**src/rtl/stack_pkg.sv**
```systemverilog
// Shared types and constants for the stack access controller.
package stack_pkg;

  localparam logic [7:0] DEF_STACK_TOP   = 8'hFF;
  localparam logic [7:0] DEF_STACK_LIMIT = 8'hAF;
  localparam int         STACK_DEPTH     = 80;

  typedef enum logic [1:0] {
    IDLE    = 2'd0,
    WRITE   = 2'd1,
    READ    = 2'd2,
    CAPTURE = 2'd3
  } state_t;

endpackage

```
**src/rtl/stack_access_ctrl.sv**
```systemverilog
// Stack access controller: turns push/pop requests into accesses on an
// external synchronous data memory. The stack grows downward from STACK_TOP
// to STACK_LIMIT, and sp always points at the next free slot.
// Optional feature: define STACK_HWM_EN to track the lowest sp since reset
// on the hwm output. Without it, hwm is a constant STACK_TOP.
module stack_access_ctrl
  import stack_pkg::*;
#(
  parameter logic [7:0] STACK_TOP   = DEF_STACK_TOP,
  parameter logic [7:0] STACK_LIMIT = DEF_STACK_LIMIT
) (
  input  logic       clk,
  input  logic       rst_n,
  input  logic       push_req,
  input  logic [7:0] push_data,
  input  logic       pop_req,
  output logic [7:0] pop_data,
  output logic       pop_valid,
  output logic       busy,
  output logic       full,
  output logic       empty,
  output logic       overflow_err,
  output logic       underflow_err,
  output logic [7:0] mem_addr,
  output logic [7:0] mem_wdata,
  output logic       mem_we,
  output logic       mem_re,
  input  logic [7:0] mem_rdata,
  output logic [7:0] sp_out,
  output logic [7:0] hwm
);

  state_t     state;
  state_t     next_state;
  logic [7:0] sp;
  logic [7:0] wdata_q;
  logic       accept_push;
  logic       accept_pop;

  // A push always wins over a simultaneous pop; the pop is silently dropped.
  assign full        = (sp == STACK_LIMIT);
  assign empty       = (sp == STACK_TOP);
  assign accept_push = (state == IDLE) && push_req && !full;
  assign accept_pop  = (state == IDLE) && !push_req && pop_req && !empty;
  assign sp_out      = sp;

  // State register.
  always_ff @(posedge clk or negedge rst_n) begin
    if (!rst_n) state <= IDLE;
    else        state <= next_state;
  end

  // Next-state logic: each accepted request runs a fixed sequence back to IDLE.
  always_comb begin
    next_state = state;
    unique case (state)
      IDLE: begin
        if (accept_push)     next_state = WRITE;
        else if (accept_pop) next_state = READ;
      end
      WRITE:   next_state = IDLE;
      READ:    next_state = CAPTURE;
      CAPTURE: next_state = IDLE;
      default: next_state = IDLE;
    endcase
  end

  // Output decode: memory strobes only in WRITE/READ, busy whenever not IDLE.
  always_comb begin
    busy      = (state != IDLE);
    mem_we    = 1'b0;
    mem_re    = 1'b0;
    mem_addr  = sp;
    mem_wdata = 8'h00;
    unique case (state)
      WRITE: begin
        mem_we    = 1'b1;
        mem_wdata = wdata_q;
      end
      READ:    mem_re = 1'b1;
      default: ;
    endcase
  end

  // Stack pointer: decrements after a write, increments before a read; the
  // bound guards keep it inside [STACK_LIMIT, STACK_TOP] with no wrap.
  always_ff @(posedge clk or negedge rst_n) begin
    if (!rst_n) begin
      sp <= STACK_TOP;
    end else if (state == WRITE && sp != STACK_LIMIT) begin
      sp <= sp - 8'd1;
    end else if (accept_pop && sp != STACK_TOP) begin
      sp <= sp + 8'd1;
    end
  end

  // Push data is held for the WRITE cycle so the requester may change it.
  always_ff @(posedge clk or negedge rst_n) begin
    if (!rst_n)           wdata_q <= 8'h00;
    else if (accept_push) wdata_q <= push_data;
  end

  // Registered pop result and single-cycle status strobes.
  always_ff @(posedge clk or negedge rst_n) begin
    if (!rst_n) begin
      pop_data      <= 8'h00;
      pop_valid     <= 1'b0;
      overflow_err  <= 1'b0;
      underflow_err <= 1'b0;
    end else begin
      pop_valid     <= (state == CAPTURE);
      overflow_err  <= (state == IDLE) && push_req && full;
      underflow_err <= (state == IDLE) && !push_req && pop_req && empty;
      if (state == CAPTURE) pop_data <= mem_rdata;
    end
  end

`ifdef STACK_HWM_EN
  logic [7:0] hwm_q;

  // Low-water mark of sp: follows each decrement that goes below the record.
  always_ff @(posedge clk or negedge rst_n) begin
    if (!rst_n) begin
      hwm_q <= STACK_TOP;
    end else if (state == WRITE && sp != STACK_LIMIT && (sp - 8'd1) < hwm_q) begin
      hwm_q <= sp - 8'd1;
    end
  end

  assign hwm = hwm_q;
`else
  assign hwm = STACK_TOP;
`endif

endmodule
```
**config.mk**
```make
export PLATFORM = sky130hd
export DESIGN_NAME = stack_access_ctrl
export DESIGN_NICKNAME = d
export VERILOG_FILES = /design/src/rtl/stack_pkg.sv /design/src/rtl/stack_access_ctrl.sv
export SDC_FILE = /design/constraint.sdc
export NUM_CORES = 1
export LEC_CHECK = 0
export ABC_AREA = 0
export CORE_ASPECT_RATIO = 0.9
export CORE_MARGIN = 1
export CORE_UTILIZATION = 47
export CTS_CLUSTER_SIZE = 30
export DETAILED_ROUTE_END_ITERATION = 8
export PLACE_DENSITY = 0.85
export SLEW_MARGIN = 20
export SYNTH_ARGS = -nofsm -noshare
export SYNTH_HDL_FRONTEND = slang
export SYNTH_SLANG_ARGS = --single-unit
```
**constraint.sdc**
```tcl
create_clock -name clk -period 8.3 [get_ports clk]
set_clock_uncertainty 0.05 [all_clocks]
set_input_delay 0.83 -clock clk [delete_from_list [all_inputs] [get_ports clk]]
set_output_delay 0.83 -clock clk [all_outputs]
set_load 0.02 [all_outputs]
```
==> results of run 1 <==
==> layout by cell type, fill, tap and decap left out, types with 4 or more instances in the layout <==
cell             instances
nand2_1                  5
dfrtp_1                 21
nand2b_1                 4
nor2_1                   5
nor2b_1                  4
and2_1                   9
mux2_2                   8
clkbuf_8                 7
dfstp_2                  8
ha_1                     6
clkdlybuf4s50_1         59
o21ai_0                  5
inv_1                    9
conb_1                   8
mux2_1                  12
==> per-stage QoR <==
stage / total power (W) / worst slack, ns
final: 0.001174 / 5.337
after floorplan: 0.0007994 / 5.598
after global routing: 0.001261 / 5.172
after CTS: 0.001178 / 5.350
after global placement: 0.001008 / 5.551
after detailed placement: 0.001044 / 5.392
==> power breakdown <==
group	switching [W]	total [W]	internal (W)	leakage, nW
registers	0.0000706	0.000299	0.000229	0.338
logic	0.000392	0.000749	0.000356	0.646
clock network	0.0000510	0.000126	0.0000747	0.0542
==> logic make-up (layout without fill, tap and decap cells) <==
family                   after synthesis  count (layout)  synth area share [%]
AND/OR/NAND/NOR                       44              44                 17.71
flip-flops                            29              29                 41.32
XOR/XNOR                               3               3                 1.476
AO/OA/AOI/OAI                         21              21                 11.31
other                                  1               8                0.2106
buffers and inverters                 26              78                 8.854
adder cells (fa/ha/maj)                7               7                 5.341
multiplexers                          22              22                 13.77
==> final cells by class <==
| type | count | area, sq um |
|---|---|---|
| fillers | 259 | 1062 |
| multi-input cells | 105 | 913.4 |
| flip-flops and latches | 29 | 735.7 |
| repair buffers | 60 | 598.1 |
| clock buffers | 7 | 96.34 |
| well taps | 44 | 55.05 |
| inverters | 10 | 37.54 |
| clock inverters | 1 | 5.005 |
==> registers in the layout, indices dropped and copies added, names as in the netlist <==
| signal | flops |
|---|---|
| state | 2 |
| mem_addr | 8 |
| underflow_err | 1 |
| pop_valid | 1 |
| wdata_q | 8 |
| overflow_err | 1 |
| pop_data | 8 |
==> routing by layer <==
metal	global-route usage, %	wire, um
met5	0	0
met2	40.40	1979
met1	26.40	1559
met3	6.579	245
met4	10.33	90
==> worst max-delay path by stage <==
stage / start / to / slack (ns) / cells after the start
after floorplan: mem_addr[0] / mem_addr[7] / 5.60 / 8
final: mem_addr[7] / mem_addr[7] / 5.34 / 8
after detailed placement: mem_addr[7] / mem_addr[7] / 5.39 / 8
after global routing: mem_addr[0] / mem_addr[7] / 5.17 / 8
after CTS: mem_addr[7] / full / 5.35 / 3
after global placement: mem_addr[0] / mem_addr[7] / 5.55 / 8
==> flow_summary.yaml, run 1 <==
timing:
  hold_viol: 0
  min_period_ns: 2.963
  fin_tns_setup_ns: 0
  drv_slew: 0
  holdWs_ns: 0.4378
  setup_violations: 0
  timing.fmax_mhz: 337.5
  rsz0062_at_grt: "false"
  min_period_over_period_pct: 35.70
global_route:
  grt_pass1_wl_um: 6789
  gr-total-overflow: 0
  antenna_found_initial: 0
  grt_pass1_vias: 1420
  grt_max_degree: 30
  grtUsageTotal_pct: 23.07
synthesis:
  synthTopCellsByArea: "dfrtp_1 30%, dfstp_2 12%, mux2_1 7.6%"
  syn_avg_cell_area_sq_um: 11.64
  yosysTopAreaCell: "dfrtp_1"
  async_reset_ff_share_pct: 100.0
  yosys.cell_count.top_type: "dfrtp_1"
  ys_seq_area_share_pct: 41.32
  synth_commonest_cells: "21 x dfrtp_1, 16 x buf_4, 12 x mux2_1"
  netlist_instances: 153
  synth_cell_types: 44
  synth-main-ff-cell: "dfrtp_1"
  syn_area_sq_um: 1780
  synth_warnings: 0
  yosysTopAreaCellShare_pct: 29.52
  ys_ff_latch: 29
  synth_enable_flop_cells: 0
setup_path:
  reg2reg_to: "mem_addr[7]"
  reg2reg_from: "mem_addr[7]"
  required_ns: 8.45
  crit_path_max_fanout: 6
  worstPathCellList: "nand4_4, o41ai_4, inv_1, ha_1, a211oi_1, nor3_1, or4b_1, o2111ai_2"
  ff2ff_setup_slack_ns: 5.34
  cp_slowest_cell: "dfstp_2"
  crit_buf_inv: 1
  cp-start-kind: "flip-flop"
  max_stage_delay_ns: 0.60
  endpoint_kind: "flip-flop"
  arrival_ns: 3.11
  rr_worst_depth: 8
  cp_top_family: "simple AND/OR/NAND/NOR gates"
  path_class: "reg -> reg"
floorplanning:
  num_rows: 20
  fp.coreArea_sq_um: 3503
  die_x_um: 66.88
  chipHeight_um: 60.39
  io_pins: 68
  dieArea_sq_um: 4039
  initial_utilization_pct: 50.82
finish:
  drive_gt1_share_pct: 17.45
  fin_nets: 238
  utilization_pct: 69.68
  syn_to_final_growth_pct: 37.10
  stdcell_area_sq_um: 2441
  antenna_cells: 0
  finalNonFillerCells: 256
min_path:
  hp-start: "wdata_q[6]"
  worstHoldPathType: "reg -> reg"
  min_delay_path_depth: 1
  whs_endpoint: "wdata_q[6]"
detailed_routing:
  drtPass1Iterations: 4
  route.detailed.drc: 0
  drtAntennaViolNets: 0
  wl_per_cell_um: 15.13
  drtIter0Drc: 102
  avgViaCountPerCell: 5.215
  via_count: 1335
  drt-total-wl_um: 3874
cts:
  postCtsSetupRepairBufs: 0
  cts_sinks: 29
  ctsHoldBuffers: 0
  cts_tree: "done"
  cts_resized: 0
  cts_buffers: 5
  cts_buffer_depth: 2
  htreeDepth: 2
  cts-root-buf: "clkbuf_8"
  path_clk_slew_ns: 0.06
  clock_latency_ns: 0.28
outcome:
  outcome: "complete, no violations"
place:
  dp_hpwl_um: 3032
  place.gp.congestion: 0.8499
  io_buffers: 59
  post_dp_cell_area_sq_um: 2340
  dp_cells: 248
flow_run:
  drv_cap: 0
pwr:
  power.density_nw_per_um2: 480.9
  irDropWorstVdd_mv: 0.2754
  cellLeakagePower_nw: 1.038
Power figures use the tool's default switching activity.
==> inputs of run 2 (changes only) <==
--- a/config.mk
+++ b/config.mk
@@ -8,10 +8,10 @@
 export ABC_AREA = 0
 export CORE_ASPECT_RATIO = 0.9
 export CORE_MARGIN = 1
-export CORE_UTILIZATION = 47
+export CORE_UTILIZATION = 40
 export CTS_CLUSTER_SIZE = 30
 export DETAILED_ROUTE_END_ITERATION = 8
-export PLACE_DENSITY = 0.85
+export PLACE_DENSITY = 0.77
 export SLEW_MARGIN = 20
 export SYNTH_ARGS = -nofsm -noshare
 export SYNTH_HDL_FRONTEND = slang
==> constraint.sdc (replaced) <==
create_clock -name clk -period 2.71 [get_ports clk]
set_clock_uncertainty 0.05 [all_clocks]
set_input_delay 0.271 -clock clk [delete_from_list [all_inputs] [get_ports clk]]
set_output_delay 0.271 -clock clk [all_outputs]
set_load 0.02 [all_outputs]
==> flow_summary.yaml, run 2 (synthesis gave the netlist of run 1 again) <==
finish:
  ff_latch_area_sq_um: 735.7
  multi_input_area_sq_um: 939.7
  utilization_pct: 60.80
  layout_common_cells: "59 x clkdlybuf4s50_1, 21 x dfrtp_1, 12 x mux2_1, 11 x buf_4, 9 x and2_1"
  fin_nets: 248
  drive_gt1_share_pct: 24.32
  layout_commonest_cell: "clkdlybuf4s50_1"
  fillerInstances: 365
  antenna_cells: 0
  syn_to_final_growth_pct: 42.87
global_route:
  grt_pass1_vias: 1333
  grt_pass1_wl_um: 6044
  grt_max_degree: 30
  gr-total-overflow: 0
  antenna_found_initial: 0
  grtUsageTotal_pct: 16.79
detailed_routing:
  drtPass1Iterations: 5
  wl_per_cell_um: 12.96
  via_count: 1367
  avgViaCountPerCell: 4.848
  route.detailed.drc: 0
  drtIter0Drc: 90
  drt-total-wl_um: 3655
  drtAntennaViolNets: 0
setup_path:
  cp_slowest_cell: "dfstp_2"
  required_ns: 2.85
  ff2ff_setup_slack_ns: 0.12
  reg2reg_from: "mem_addr[0]"
  path_class: "reg -> reg"
  arrival_ns: 2.73
  max_stage_delay_ns: 0.61
  cp-start-kind: "flip-flop"
  crit_buf_inv: 1
  critPathLaunch: "mem_addr[0]"
  reg2reg_to: "mem_addr[7]"
  cp_top_family: "simple AND/OR/NAND/NOR gates"
  crit_path_max_fanout: 6
  rr_worst_depth: 8
  endpoint_kind: "flip-flop"
  worstPathCellList: "nand4_4, o41ai_4, inv_2, ha_1, a211oi_2, nor3_2, or4b_1, o2111ai_2"
timing:
  hold_viol: 0
  drv_slew: 0
  setup_violations: 0
  rsz0062_at_grt: "false"
  timing.fmax_mhz: 386.7
  timing.final.ws_setup_ns: 0.1243
  min_period_ns: 2.586
  min_period_over_period_pct: 95.41
pwr:
  internal_power_w: 0.002106
  clockPowerShare_pct: 9.2
  irDropWorstVdd_mv: 0.5833
  power.density_nw_per_um2: 1448
  p_seq_share_pct: 23.9
  cellLeakagePower_nw: 1.074
  comb_power_share_pct: 67.0
  p_sw_w: 0.001578
  p_sw_share_pct: 42.84
floorplanning:
  initial_utilization_pct: 42.55
  num_rows: 22
  chipHeight_um: 65.30
  die_x_um: 72.33
  io_pins: 68
  fp.coreArea_sq_um: 4184
  dieArea_sq_um: 4722
cts:
  cts_tree: "done"
  clock_latency_ns: 0.27
  ctsHoldBuffers: 0
  cts_buffers: 5
  path_clk_slew_ns: 0.06
  cts_buffer_depth: 2
  cts_sinks: 29
  htreeDepth: 2
  cts-root-buf: "clkbuf_8"
outcome:
  outcome: "complete, no violations"
min_path:
  worstHoldPathType: "in -> async"
place:
  io_buffers: 59
  place.gp.congestion: 0.7960
  dp_hpwl_um: 2784
  pre_cts_ws_ns: -0.02106
flow_run:
  drv_cap: 0
-- run 2: area by class of cell --
| cell class | instances | share of cell area [%] |
|---|---|---|
| Clock inverter | 2 | 0.3935 |
| Multi-Input combinational cell | 105 | 36.94 |
| Inverter | 10 | 1.476 |
| Sequential cell | 29 | 28.92 |
| Clock buffer | 6 | 2.853 |
| Timing Repair Buffer | 70 | 26.46 |
| Tap cell | 60 | 2.951 |
-- run 2: stage by stage --
stage	TNS (ns)	instances	hold slack [ns]	area, sq um	power [W]
5_1_grt	0	282	0.3649	2544	0.003966
3_5_place_dp	-0.02106	273	0.4230	2427	0.003274
3_3_place_gp	0	273	0.4148	2427	0.003222
2_1_floorplan	0	160	-0.07459	1807	0.002448
4_1_cts	0	281	0.3413	2515	0.003640
6_report	0	282	0.3295	2544	0.003684
-- run 2: worst reg2reg max path, stage by stage, from the launching register on --
cell and delay, ns:
dfstp_2 0.61, nand4_4 0.13, o41ai_4 0.26, inv_2 0.14, ha_1 0.32, a211oi_2 0.28, nor3_2 0.12, or4b_1 0.51
o2111ai_2 0.11
-- run 2: worst max-delay path by stage --
stage / endpoint / slack (ns) / cells after the start
2_1_floorplan: mem_addr[7] / 0.008 / 8
3_3_place_gp: mem_addr[7] / 0.09 / 8
3_5_place_dp: mem_addr[7] / -0.02 / 8
4_1_cts: mem_addr[7] / 0.001 / 8
5_1_grt: mem_addr[7] / 0.004 / 8
6_report: mem_addr[7] / 0.12 / 8
-- run 2: routing by layer --
metal  share of wire, %  up-vias  routed length [um]  GRT usage [%]
met5                  0        -                   0              0
met1                 44      664                1607          19.94
met4                1.5        0                  54          5.147
met2                 49       41                1802          29.56
li1                   -      655                   -              -
met3                5.2        7                 190          4.448
-- run 2: power by group through the flow --
stage,Sequential [W],Clock [W],Combinational [W]
floorplan,0.00104,0,0.00141
global placement,0.000877,0,0.00235
detailed placement,0.000888,0,0.00239
CTS,0.000885,0.000347,0.00241
global route,0.000912,0.000367,0.00269
finish,0.000880,0.000337,0.00247
-- run 2: what timing repair did --
item                       4_1_cts  5_1_grt
resized for setup                1        9
setup endpoints to repair        1        1
pin swaps                        0        1
setup buffers                    0        1
hold endpoints to repair         0        0
==> inputs of run 3 (changes only) <==
--- a/config.mk
+++ b/config.mk
@@ -5,13 +5,13 @@
 export SDC_FILE = /design/constraint.sdc
 export NUM_CORES = 1
 export LEC_CHECK = 0
-export ABC_AREA = 0
+export ABC_AREA = 1
 export CORE_ASPECT_RATIO = 0.9
 export CORE_MARGIN = 1
-export CORE_UTILIZATION = 40
+export CORE_UTILIZATION = 39
 export CTS_CLUSTER_SIZE = 30
 export DETAILED_ROUTE_END_ITERATION = 8
-export PLACE_DENSITY = 0.77
+export PLACE_DENSITY = 0.76
 export SLEW_MARGIN = 20
 export SYNTH_ARGS = -nofsm -noshare
 export SYNTH_HDL_FRONTEND = slang
==> flow_summary.yaml, run 3 <==
pwr:
  p_sw_share_pct: 45.51
  irDropWorstVdd_mv: 0.4680
  internal_power_w: 0.001769
  power.density_nw_per_um2: 1365
  power.total_w: 0.003248
  comb_power_share_pct: 62.1
  p_sw_w: 0.001478
  p_seq_share_pct: 26.2
  cellLeakagePower_nw: 1.170
  clockPowerShare_pct: 11.7
finish:
  multi_input_area_sq_um: 754.5
  fillerInstances: 398
  antenna_cells: 0
  syn_to_final_growth_pct: 38.46
  layout_commonest_cell: "nand2_1"
  ff_latch_area_sq_um: 735.7
  stdcell_area_sq_um: 2379
  layout_common_cells: "62 x nand2_1, 59 x clkdlybuf4s50_1, 23 x inv_1, 23 x nor2_1, 21 x dfrtp_1"
  drive_gt1_share_pct: 13.28
  fin_nets: 297
place:
  pre_cts_ws_ns: 0.3946
  place.gp.congestion: 0.8951
  post_dp_cell_area_sq_um: 2277
  io_buffers: 59
  dp_hpwl_um: 2792
timing:
  timing.final.ws_setup_ns: 0.3407
  min_period_ns: 2.369
  fin_tns_setup_ns: 0
  min_period_over_period_pct: 87.43
  rsz0062_at_grt: "false"
  timing.fmax_mhz: 422.1
  setup_violations: 0
  drv_slew: 0
  hold_viol: 0
  holdWs_ns: 0.3464
floorplanning:
  initial_utilization_pct: 41.33
  die_x_um: 71.96
  fp.coreArea_sq_um: 4156
  dieArea_sq_um: 4675
  io_pins: 68
  chipHeight_um: 64.97
  num_rows: 22
cts:
  cts_sinks: 29
  cts_resized: 0
  cts_buffer_depth: 2
  postCtsSetupRepairBufs: 0
  cts_tree: "done"
  path_clk_slew_ns: 0.06
  clock_latency_ns: 0.28
  cts-root-buf: "clkbuf_8"
  ctsHoldBuffers: 0
  htreeDepth: 2
  cts_buffers: 5
outcome:
  outcome: "complete, no violations"
detailed_routing:
  drtIter0Drc: 72
  route.detailed.drc: 0
  drtPass1Iterations: 4
  avgViaCountPerCell: 4.338
  drt-total-wl_um: 3702
  drtAntennaViolNets: 0
  via_count: 1436
  wl_per_cell_um: 11.18
synthesis:
  synth_commonest_cells: "62 x nand2_1, 23 x inv_1, 23 x nor2_1"
  synth_top_family_by_area: "simple AND/OR/NAND/NOR gates"
  synth-simple-area-share_pct: 28.11
  netlist_instances: 213
  syn_area_sq_um: 1718
  synth_enable_flop_cells: 0
  yosysTopAreaCellShare_pct: 30.59
  synthAdderAreaFrac_pct: 5.535
  yosys.cell_count.top_type: "nand2_1"
  synth_xor_xnor_area_share_pct: 2.039
  synth_warnings: 0
  synthMuxAreaShare_pct: 0
  async_reset_ff_share_pct: 100.0
  syn_avg_cell_area_sq_um: 8.065
  ys_ff_latch: 29
  ys_seq_area_share_pct: 42.83
  synthTopCellsByArea: "dfrtp_1 31%, nand2_1 14%, dfstp_2 12%"
  synth-compound-area-share_pct: 6.482
  synth_cell_types: 32
  synth-main-ff-cell: "dfrtp_1"
  yosysTopAreaCell: "dfrtp_1"
setup_path:
  required_ns: 2.39
  path_class: "reg -> out"
  rr_worst_depth: 14
  crit_path_max_fanout: 6
  reg2reg_from: "mem_addr[0]"
  arrival_ns: 2.05
  critPathLaunch: "mem_addr[0]"
  endpoint_kind: "output port"
  cp-start-kind: "flip-flop"
  reg2reg_to: "mem_addr[7]"
  ff2ff_setup_slack_ns: 0.37
global_route:
  use_met1_pct: 21.70
  gr-total-overflow: 0
  grtUsageTotal_pct: 17.47
  grt_max_degree: 30
  grt_pass1_wl_um: 6237
  gr-max-usage-layer: "met2"
  grt_use_met2_pct: 29.13
  antenna_found_initial: 0
  met3_usage_pct: 3.733
  grt_pass1_vias: 1345
min_path:
  worstHoldPathType: "in -> async"
flow_run:
  drv_cap: 0
run 3: power groups by stage:
stage	registers [W]	clock network [W]	logic, W
after global placement	0.000848	0	0.00199
after global routing	0.000885	0.000415	0.00224
after CTS	0.000851	0.000396	0.00204
final	0.000849	0.000381	0.00202
after floorplan	0.000974	0	0.00124
after detailed placement	0.000859	0	0.00203
run 3: worst max path at each step:
stage	cells after the start	end	slack, ns
detailed placement	14	mem_addr[7]	0.39
CTS	6	empty	0.31
finish	6	empty	0.34
floorplan	14	mem_addr[7]	0.47
global route	14	mem_addr[7]	0.14
global placement	14	mem_addr[7]	0.46
run 3: area by class of cell:
| type | instances | share of cell area [%] |
|---|---|---|
| Inverter | 29 | 4.787 |
| Tap cell | 60 | 3.156 |
| Timing Repair Buffer | 60 | 25.14 |
| Sequential cell | 29 | 30.93 |
| Clock inverter | 1 | 0.2104 |
| Multi-Input combinational cell | 145 | 31.72 |
| Clock buffer | 7 | 4.051 |
run 3: cell families (layout without fill, tap and decap cells):
| family | Yosys count | count (layout) |
|---|---|---|
| DFF | 29 | 29 |
| and+or+nand+nor | 106 | 106 |
| other | 1 | 8 |
| buffers and inverters | 46 | 97 |
| adders and majority gates | 7 | 7 |
| AOI/OAI and AO/OA | 20 | 20 |
| xor gates and xnor gates | 4 | 4 |
run 3: per-layer routing:
metal	vias to the layer above	wire length, um
met1	639	1753
li1	747	-
met5	-	0
met4	0	51
met2	45	1732
met3	5	165
run 3: worst max-delay path: stages (launching register included):
cell	delay (ns)
dfstp_2	0.58
nand2_1	0.10
nor2_4	0.16
and3_2	0.18
nand3_1	0.08
inv_1	0.06
clkdlybuf4s50_1	0.60
run 3: metrics by stage:
stage | cells | utilization [%]
after global routing | 331 | 57.22
after floorplan | 220 | -
after global placement | 323 | 54.79
after CTS | 331 | 57.22
after detailed placement | 323 | 54.79
final | 331 | 57.22
